$ cat src/rtl/alu_seq.sv
// alu_seq: handshaked W-bit execute-stage ALU with a shift-add multiplier.
// Define ALU_DIV_EN to compile in the restoring unsigned divider.
module alu_seq #(
  parameter int W = 16
) (
  input  logic         clk,
  input  logic         rst,
  input  logic         start,
  input  logic [3:0]   OPALU,
  input  logic [W-1:0] A,
  input  logic [W-1:0] B,
  input  logic         enFLAGS,
  output logic         busy,
  output logic         done,
  output logic [W-1:0] S,
  output logic [W-1:0] R,
  output logic [4:0]   FLAGS
);
  localparam int SW = $clog2(W);

  localparam logic [3:0] OP_ADD = 4'h0, OP_SUB = 4'h1, OP_SHL = 4'h2, OP_SHR = 4'h3;
  localparam logic [3:0] OP_AND = 4'h4, OP_NAND = 4'h5, OP_OR = 4'h6, OP_XOR = 4'h7;
  localparam logic [3:0] OP_ADC = 4'h8, OP_SBC = 4'h9, OP_ASR = 4'hA, OP_ROL = 4'hB;
  localparam logic [3:0] OP_MUL = 4'hC, OP_CMP = 4'hD, OP_DIVU = 4'hE, OP_MOVB = 4'hF;

  typedef enum logic [1:0] {ST_IDLE, ST_MUL, ST_DIV, ST_FIN} state_t;

  state_t        state_q, state_d;
  logic [SW-1:0] cnt_q, cnt_d;
  logic [3:0]    op_q, op_d;
  logic          en_q, en_d, cin_q, cin_d;
  logic [W-1:0]  a_q, a_d, b_q, b_d, hi_q, hi_d;
  logic          busy_q, busy_d, done_q, done_d;
  logic [W-1:0]  s_q, s_d, r_q, r_d;
  logic [4:0]    flags_q, flags_d;

  logic [SW-1:0]  amt;
  logic [W:0]     cin_ext, add_w, sub_w, shl_w, shr_w, asr_w, mul_sum;
  logic [2*W-1:0] rol_w;
  logic [W-1:0]   res_s, res_r;
  logic           res_n, res_v, res_c, res_z;

  // a_q doubles as multiplier/low product and dividend/quotient; hi_q as high product/remainder
  assign amt     = b_q[SW-1:0];
  assign cin_ext = {{W{1'b0}}, cin_q & ((op_q == OP_ADC) || (op_q == OP_SBC))};
  assign add_w   = {1'b0, a_q} + {1'b0, b_q} + cin_ext;
  assign sub_w   = {1'b0, a_q} - {1'b0, b_q} - cin_ext;
  assign shl_w   = {1'b0, a_q} << amt;
  assign shr_w   = {a_q, 1'b0} >> amt;
  assign asr_w   = $signed({a_q, 1'b0}) >>> amt;
  assign rol_w   = {a_q, a_q} << amt;
  assign mul_sum = {1'b0, hi_q} + (a_q[0] ? {1'b0, b_q} : {(W+1){1'b0}});

`ifdef ALU_DIV_EN
  logic [W:0]   div_rem;
  logic [W-1:0] div_diff;
  logic         div_ge;
  assign div_rem  = {hi_q, a_q[W-1]};
  assign div_ge   = div_rem >= {1'b0, b_q};
  assign div_diff = W'(div_rem - {1'b0, b_q});
`endif

  always_comb begin
    res_s = '0;
    res_r = '0;
    res_c = 1'b0;
    res_v = 1'b0;
    case (op_q)
      OP_ADD, OP_ADC: begin
        res_s = add_w[W-1:0];
        res_c = add_w[W];
        res_v = (a_q[W-1] == b_q[W-1]) && (add_w[W-1] != a_q[W-1]);
      end
      OP_SUB, OP_SBC, OP_CMP: begin
        res_s = sub_w[W-1:0];
        res_c = sub_w[W];
        res_v = (a_q[W-1] != b_q[W-1]) && (sub_w[W-1] != a_q[W-1]);
      end
      OP_SHL:  begin res_s = shl_w[W-1:0]; res_c = shl_w[W]; end
      OP_SHR:  begin res_s = shr_w[W:1];   res_c = shr_w[0]; end
      OP_ASR:  begin res_s = asr_w[W:1];   res_c = asr_w[0]; end
      OP_ROL:  begin res_s = rol_w[2*W-1:W]; res_c = (amt != '0) & rol_w[W]; end
      OP_AND:  res_s = a_q & b_q;
      OP_NAND: res_s = ~(a_q & b_q);
      OP_OR:   res_s = a_q | b_q;
      OP_XOR:  res_s = a_q ^ b_q;
      OP_MOVB: res_s = b_q;
      OP_MUL:  begin res_s = a_q; res_r = hi_q; res_c = |hi_q; end
      OP_DIVU: begin
`ifdef ALU_DIV_EN
        if (b_q == '0) begin
          res_s = '1;
          res_r = a_q;
          res_v = 1'b1;
        end else begin
          res_s = a_q;
          res_r = hi_q;
        end
`else
        res_s = '1;
        res_v = 1'b1;
`endif
      end
      default: res_s = '0;
    endcase
    res_n = res_s[W-1];
    res_z = (res_s == '0);
    // CMP reports flags of A-B but leaves the visible results untouched
    if (op_q == OP_CMP) begin
      res_s = s_q;
      res_r = r_q;
    end
  end

  always_comb begin
    state_d = state_q;
    cnt_d   = cnt_q;
    op_d    = op_q;
    en_d    = en_q;
    cin_d   = cin_q;
    a_d     = a_q;
    b_d     = b_q;
    hi_d    = hi_q;
    busy_d  = (state_q == ST_MUL) || (state_q == ST_DIV);
    done_d  = 1'b0;
    s_d     = s_q;
    r_d     = r_q;
    flags_d = flags_q;
    case (state_q)
      ST_IDLE: begin
        if (start) begin
          op_d  = OPALU;
          a_d   = A;
          b_d   = B;
          en_d  = enFLAGS;
          cin_d = flags_q[2];
          hi_d  = '0;
          cnt_d = '0;
          if (OPALU == OP_MUL) begin
            state_d = ST_MUL;
`ifdef ALU_DIV_EN
          end else if ((OPALU == OP_DIVU) && (B != '0)) begin
            state_d = ST_DIV;
`endif
          end else begin
            state_d = ST_FIN;
          end
        end
      end
      ST_MUL: begin
        hi_d  = mul_sum[W:1];
        a_d   = {mul_sum[0], a_q[W-1:1]};
        cnt_d = cnt_q + 1'b1;
        if (cnt_q == SW'(W-1)) state_d = ST_FIN;
      end
`ifdef ALU_DIV_EN
      ST_DIV: begin
        hi_d  = div_ge ? div_diff : div_rem[W-1:0];
        a_d   = {a_q[W-2:0], div_ge};
        cnt_d = cnt_q + 1'b1;
        if (cnt_q == SW'(W-1)) state_d = ST_FIN;
      end
`endif
      ST_FIN: begin
        s_d     = res_s;
        r_d     = res_r;
        if (en_q) flags_d = {res_n, res_v, res_c, res_z, 1'b1};
        done_d  = 1'b1;
        state_d = ST_IDLE;
      end
      default: state_d = ST_IDLE;
    endcase
  end

  always_ff @(posedge clk) begin
    if (!rst) begin
      state_q <= ST_IDLE;
      cnt_q   <= '0;
      op_q    <= '0;
      en_q    <= 1'b0;
      cin_q   <= 1'b0;
      a_q     <= '0;
      b_q     <= '0;
      hi_q    <= '0;
      busy_q  <= 1'b0;
      done_q  <= 1'b0;
      s_q     <= '0;
      r_q     <= '0;
      flags_q <= 5'b00001;
    end else begin
      state_q <= state_d;
      cnt_q   <= cnt_d;
      op_q    <= op_d;
      en_q    <= en_d;
      cin_q   <= cin_d;
      a_q     <= a_d;
      b_q     <= b_d;
      hi_q    <= hi_d;
      busy_q  <= busy_d;
      done_q  <= done_d;
      s_q     <= s_d;
      r_q     <= r_d;
      flags_q <= flags_d;
    end
  end

  assign busy  = busy_q;
  assign done  = done_q;
  assign S     = s_q;
  assign R     = r_q;
  assign FLAGS = flags_q;
endmodule

$ cat config.mk
export PLATFORM = sky130hd
export DESIGN_NAME = alu_seq
export DESIGN_NICKNAME = d
export VERILOG_FILES = /design/src/rtl/alu_seq.sv
export SDC_FILE = /design/constraint.sdc
export NUM_CORES = 1
export LEC_CHECK = 0
export CAP_MARGIN = 5
export CORE_MARGIN = 2
export CORE_UTILIZATION = 65
export CTS_CLUSTER_DIAMETER = 50
export DETAILED_ROUTE_END_ITERATION = 8
export GPL_TIMING_DRIVEN = 0
export PLACE_DENSITY = 0.87
export SYNTH_ARGS = -nofsm -noshare
export SYNTH_HDL_FRONTEND = slang
export SYNTH_SLANG_ARGS = --single-unit
$ cat constraint.sdc
create_clock -name clk -period 10.1 [get_ports clk]
set_input_delay 1.01 -clock clk [delete_from_list [all_inputs] [get_ports clk]]
set_output_delay 1.01 -clock clk [all_outputs]
set_load 0.05 [all_outputs]
==> results.cfg <==
[run_status]
outcome = finished with violations
failed_checks = design-rule violations

[clocking]
cts_buffer_depth = 2
insertion_delay_ps = 370
numCtsBuffers = 9
clock_sinks = 98
cts_max_level = 3
ctsHoldBuffers = 0
cts_tree = done
clock-root-buffer = clkbuf_16
cts.clk_slew.worst_paths_ps = 80
ctsResizeCount = 0
post_cts_buffers = 0

[global_routing]
grt_pass1_vias = 11700
grt_use_met1_pct = 64.4
grt_use_met2_pct = 76.3
grt_busiest_layer = met2
grt_max_degree = 20
grt-ovfl-total = 0
gr-usage-met3_pct = 26.2
antenna_found_initial = 0
grt_use_total_pct = 54.1
grt_pass1_wl_um = 68600

[sta]
tightestPinTransition_ps = 1210
drv_slew = 0
skew_ps = 13.9
period_needed_ps = 5700
period_share_pct = 56.4
rsz0062_at_grt = false
final-hold-violation-count = 0
max_slew_margin_pct = 18.9
clock.fmax_ghz = 0.176
finalSetupViolations = 0
setup_tns_ps = 0
whs_ps = 469

[pwr]
total_power_mw = 3.17
powerDensity_mw_per_mm2 = 270
power.leakage_nw = 4.52
ir_worst_vdd_mv = 0.179

[yosys]
synth_top_cell_by_area = dfxtp_1
muxShareOfSynthArea_pct = 11.5
synth_fa_ha_area_share_pct = 11.0
synthSimpleGateAreaFrac_pct = 21.5
synth_flop_cell = dfxtp_1
ys.warnings.count = 0
syn_nets = 1469
syn_inst = 1341
syn_area_mm2 = 0.0104
syn_area_per_cell_um2 = 7.74
synth_top_area_share_pct = 18.9
synthTopCellsByArea = dfxtp_1 19%, ha_1 10%, nand2_1 5.6%, mux4_2 4.1%, mux2i_1 4.0%
seq_area_frac_synth_pct = 18.9
async_reset_ff_share_pct = 0
synth_top_family_by_area = compound AO/OA/AOI/OAI gates
synthXorXnorAreaFrac_pct = 3.12
synth_edf_count = 0
ys_types = 87
ys_ff_latch = 98
synth_compound_area_share_pct = 26.5

[setup_path]
r2r_cells = 16
cp.required_ps = 10420
end_kind = register
arrival_ps = 6020
crit_fanout = 12
crit_path_start_kind = register
critical_path_class = reg2reg
reg2reg_setup_slack_ps = 4400
r2r-end = FLAGS[1]$_SDFFE_PN0P_
reg2reg_from = a_q[0]$_SDFFE_PN0P_

[place]
place_congestion = 1.19
dp_hpwl_um = 34300
io_buffers = 77

[min_path]
min_path_type = reg2reg
hold_start = R[14]$_SDFFE_PN0P_
hold_depth = 2
holdPathEnd = R[14]$_SDFFE_PN0P_

[floorplanning]
dieArea_mm2 = 0.0170
core_mm2 = 0.0158
row_count = 46
ios = 79
initial_core_util_pct = 65.8
die_y_um = 130
fp.dieW_um = 130

[drt]
wl_per_cell_um = 28.1
drt_iter0_markers = 2496
viasPerCell = 7.50
routed_wl_um = 46300
route.detailed.drc = 22
vias = 12400
first_pass_iters = 9
ant_nets = 0

[cells_and_area]
area_growth_pct = 13.2
nets = 1557
layout-drive-gt1-share_pct = 7.60

[run]
maxCapViolCount = 0
==> per-layer routing <==
layer / routed length, µm / share of wire (%)
met1: 16100 / 35
met2: 18200 / 39
met3: 7460 / 16
met4: 4570 / 9.9
met5: 0 / 0
==> sequential cells by signal, indices dropped and copies added, names as in the netlist <==
register / cells
R: 16
S: 16
a_q: 16
b_q: 16
hi_q: 16
FLAGS: 4
cnt_q: 4
op_q: 4
state_q: 2
busy: 1
cin_q: 1
done: 1
en_q: 1
==> synthesized netlist by cell type, types with 17 or more instances <==
cell,count
inv_1,56
o21ai_0,79
mux4_2,19
nor3_1,31
buf_2,24
xnor2_1,22
a221oi_1,22
a21oi_1,69
mux2i_1,41
nor2_1,98
nor2b_1,29
a21boi_0,41
clkbuf_1,63
nand3_1,48
nand2_1,154
ha_1,83
o22ai_1,19
dfxtp_1,98
a22oi_1,18
and2_1,17
==> layout make-up <==
type	count	area [µm²]
Buffer	110	548
Clock buffer	9	225
Tap cell	216	270
Antenna cell	1	2.50
Clock inverter	7	93.8
Multi-Input combinational cell	1073	7650
Fill cell	1159	4020
Sequential cell	98	1960
Inverter	60	225
Timing Repair Buffer	77	771
==> how the worst max path moves through the flow <==
stage                               startpoint                    end  slack, ps  cells after the start
after floorplan           op_q[3]$_SDFFE_PN0P_  FLAGS[1]$_SDFFE_PN0P_       6290                     18
after global placement     a_q[0]$_SDFFE_PN0P_  FLAGS[1]$_SDFFE_PN0P_       5030                     16
after detailed placement   a_q[0]$_SDFFE_PN0P_  FLAGS[1]$_SDFFE_PN0P_       4930                     16
after CTS                  a_q[0]$_SDFFE_PN0P_  FLAGS[1]$_SDFFE_PN0P_       4810                     16
after global routing       a_q[0]$_SDFFE_PN0P_  FLAGS[3]$_SDFFE_PN0P_       4490                     16
final                      a_q[0]$_SDFFE_PN0P_  FLAGS[1]$_SDFFE_PN0P_       4400                     16
==> where the power goes <==
| part | switching (mW) | leakage, nW | total, mW | internal [mW] |
|---|---|---|---|---|
| registers | 0.0889 | 0.798 | 0.537 | 0.448 |
| clock network | 0.182 | 0.153 | 0.381 | 0.199 |
| logic | 1.52 | 3.57 | 2.26 | 0.732 |
| total | 1.79 | 4.52 | 3.17 | 1.38 |
==> placed cells by master, fill, tap and decap left out, drive strengths merged, types with 8 or more instances in the layout <==
master | netlist | layout
ha | 83 | 83
mux4 | 23 | 23
nand2 | 155 | 155
a31oi | 13 | 13
nor2b | 29 | 29
nand2b | 16 | 16
a21boi | 41 | 41
mux2 | 21 | 21
nand3 | 48 | 48
nor3 | 32 | 32
o21ai | 84 | 84
a21oi | 69 | 69
a211oi | 13 | 13
a22oi | 18 | 18
o211ai | 10 | 10
xor2 | 15 | 15
xnor2 | 22 | 22
mux2i | 42 | 42
nand4 | 11 | 11
nor2 | 98 | 98
or3 | 11 | 11
o22ai | 19 | 19
buf | 47 | 47
inv | 57 | 60
a221oi | 22 | 22
clkdlybuf4s50 | 0 | 77
o221ai | 8 | 8
clkbuf | 63 | 72
and2 | 17 | 17
nor4 | 13 | 13
o211a | 10 | 10
a21o | 16 | 16
dfxtp | 98 | 98
==> kinds of logic after synthesis <==
group / after synthesis
and+or+nand+nor: 463
buffers and inverters: 170
xor gates and xnor gates: 37
DFF: 98
other: 1
muxes: 86
AOI/OAI and AO/OA: 398
adders and majority gates: 88
==> worst max-delay path: stages (launching register included) <==
cell	delay (ps)
dfxtp_1	390
clkbuf_1	480
clkinv_1	430
buf_1	420
fa_1	790
inv_1	90
ha_1	190
o21ai_1	290
a311oi_2	220
a41oi_1	670
a21oi_1	250
nand3_1	130
o21ai_0	110
or4_1	610
nor4_1	350
nand4_1	140
nand2_1	100
==> through the flow <==
stage / std cells / area, µm² / utilization, % / setup slack, ps
CTS: 1650 / 11700 / 74.5 / 4810
finish: 1651 / 11700 / 74.5 / 4400
floorplan: 1341 / 10400 / - / 6290
detailed placement: 1634 / 11400 / 72.4 / 4930
global placement: 1634 / 11400 / 72.4 / 5030
global route: 1650 / 11700 / 74.5 / 4490
No activity file was read; power rests on OpenSTA's default activity.
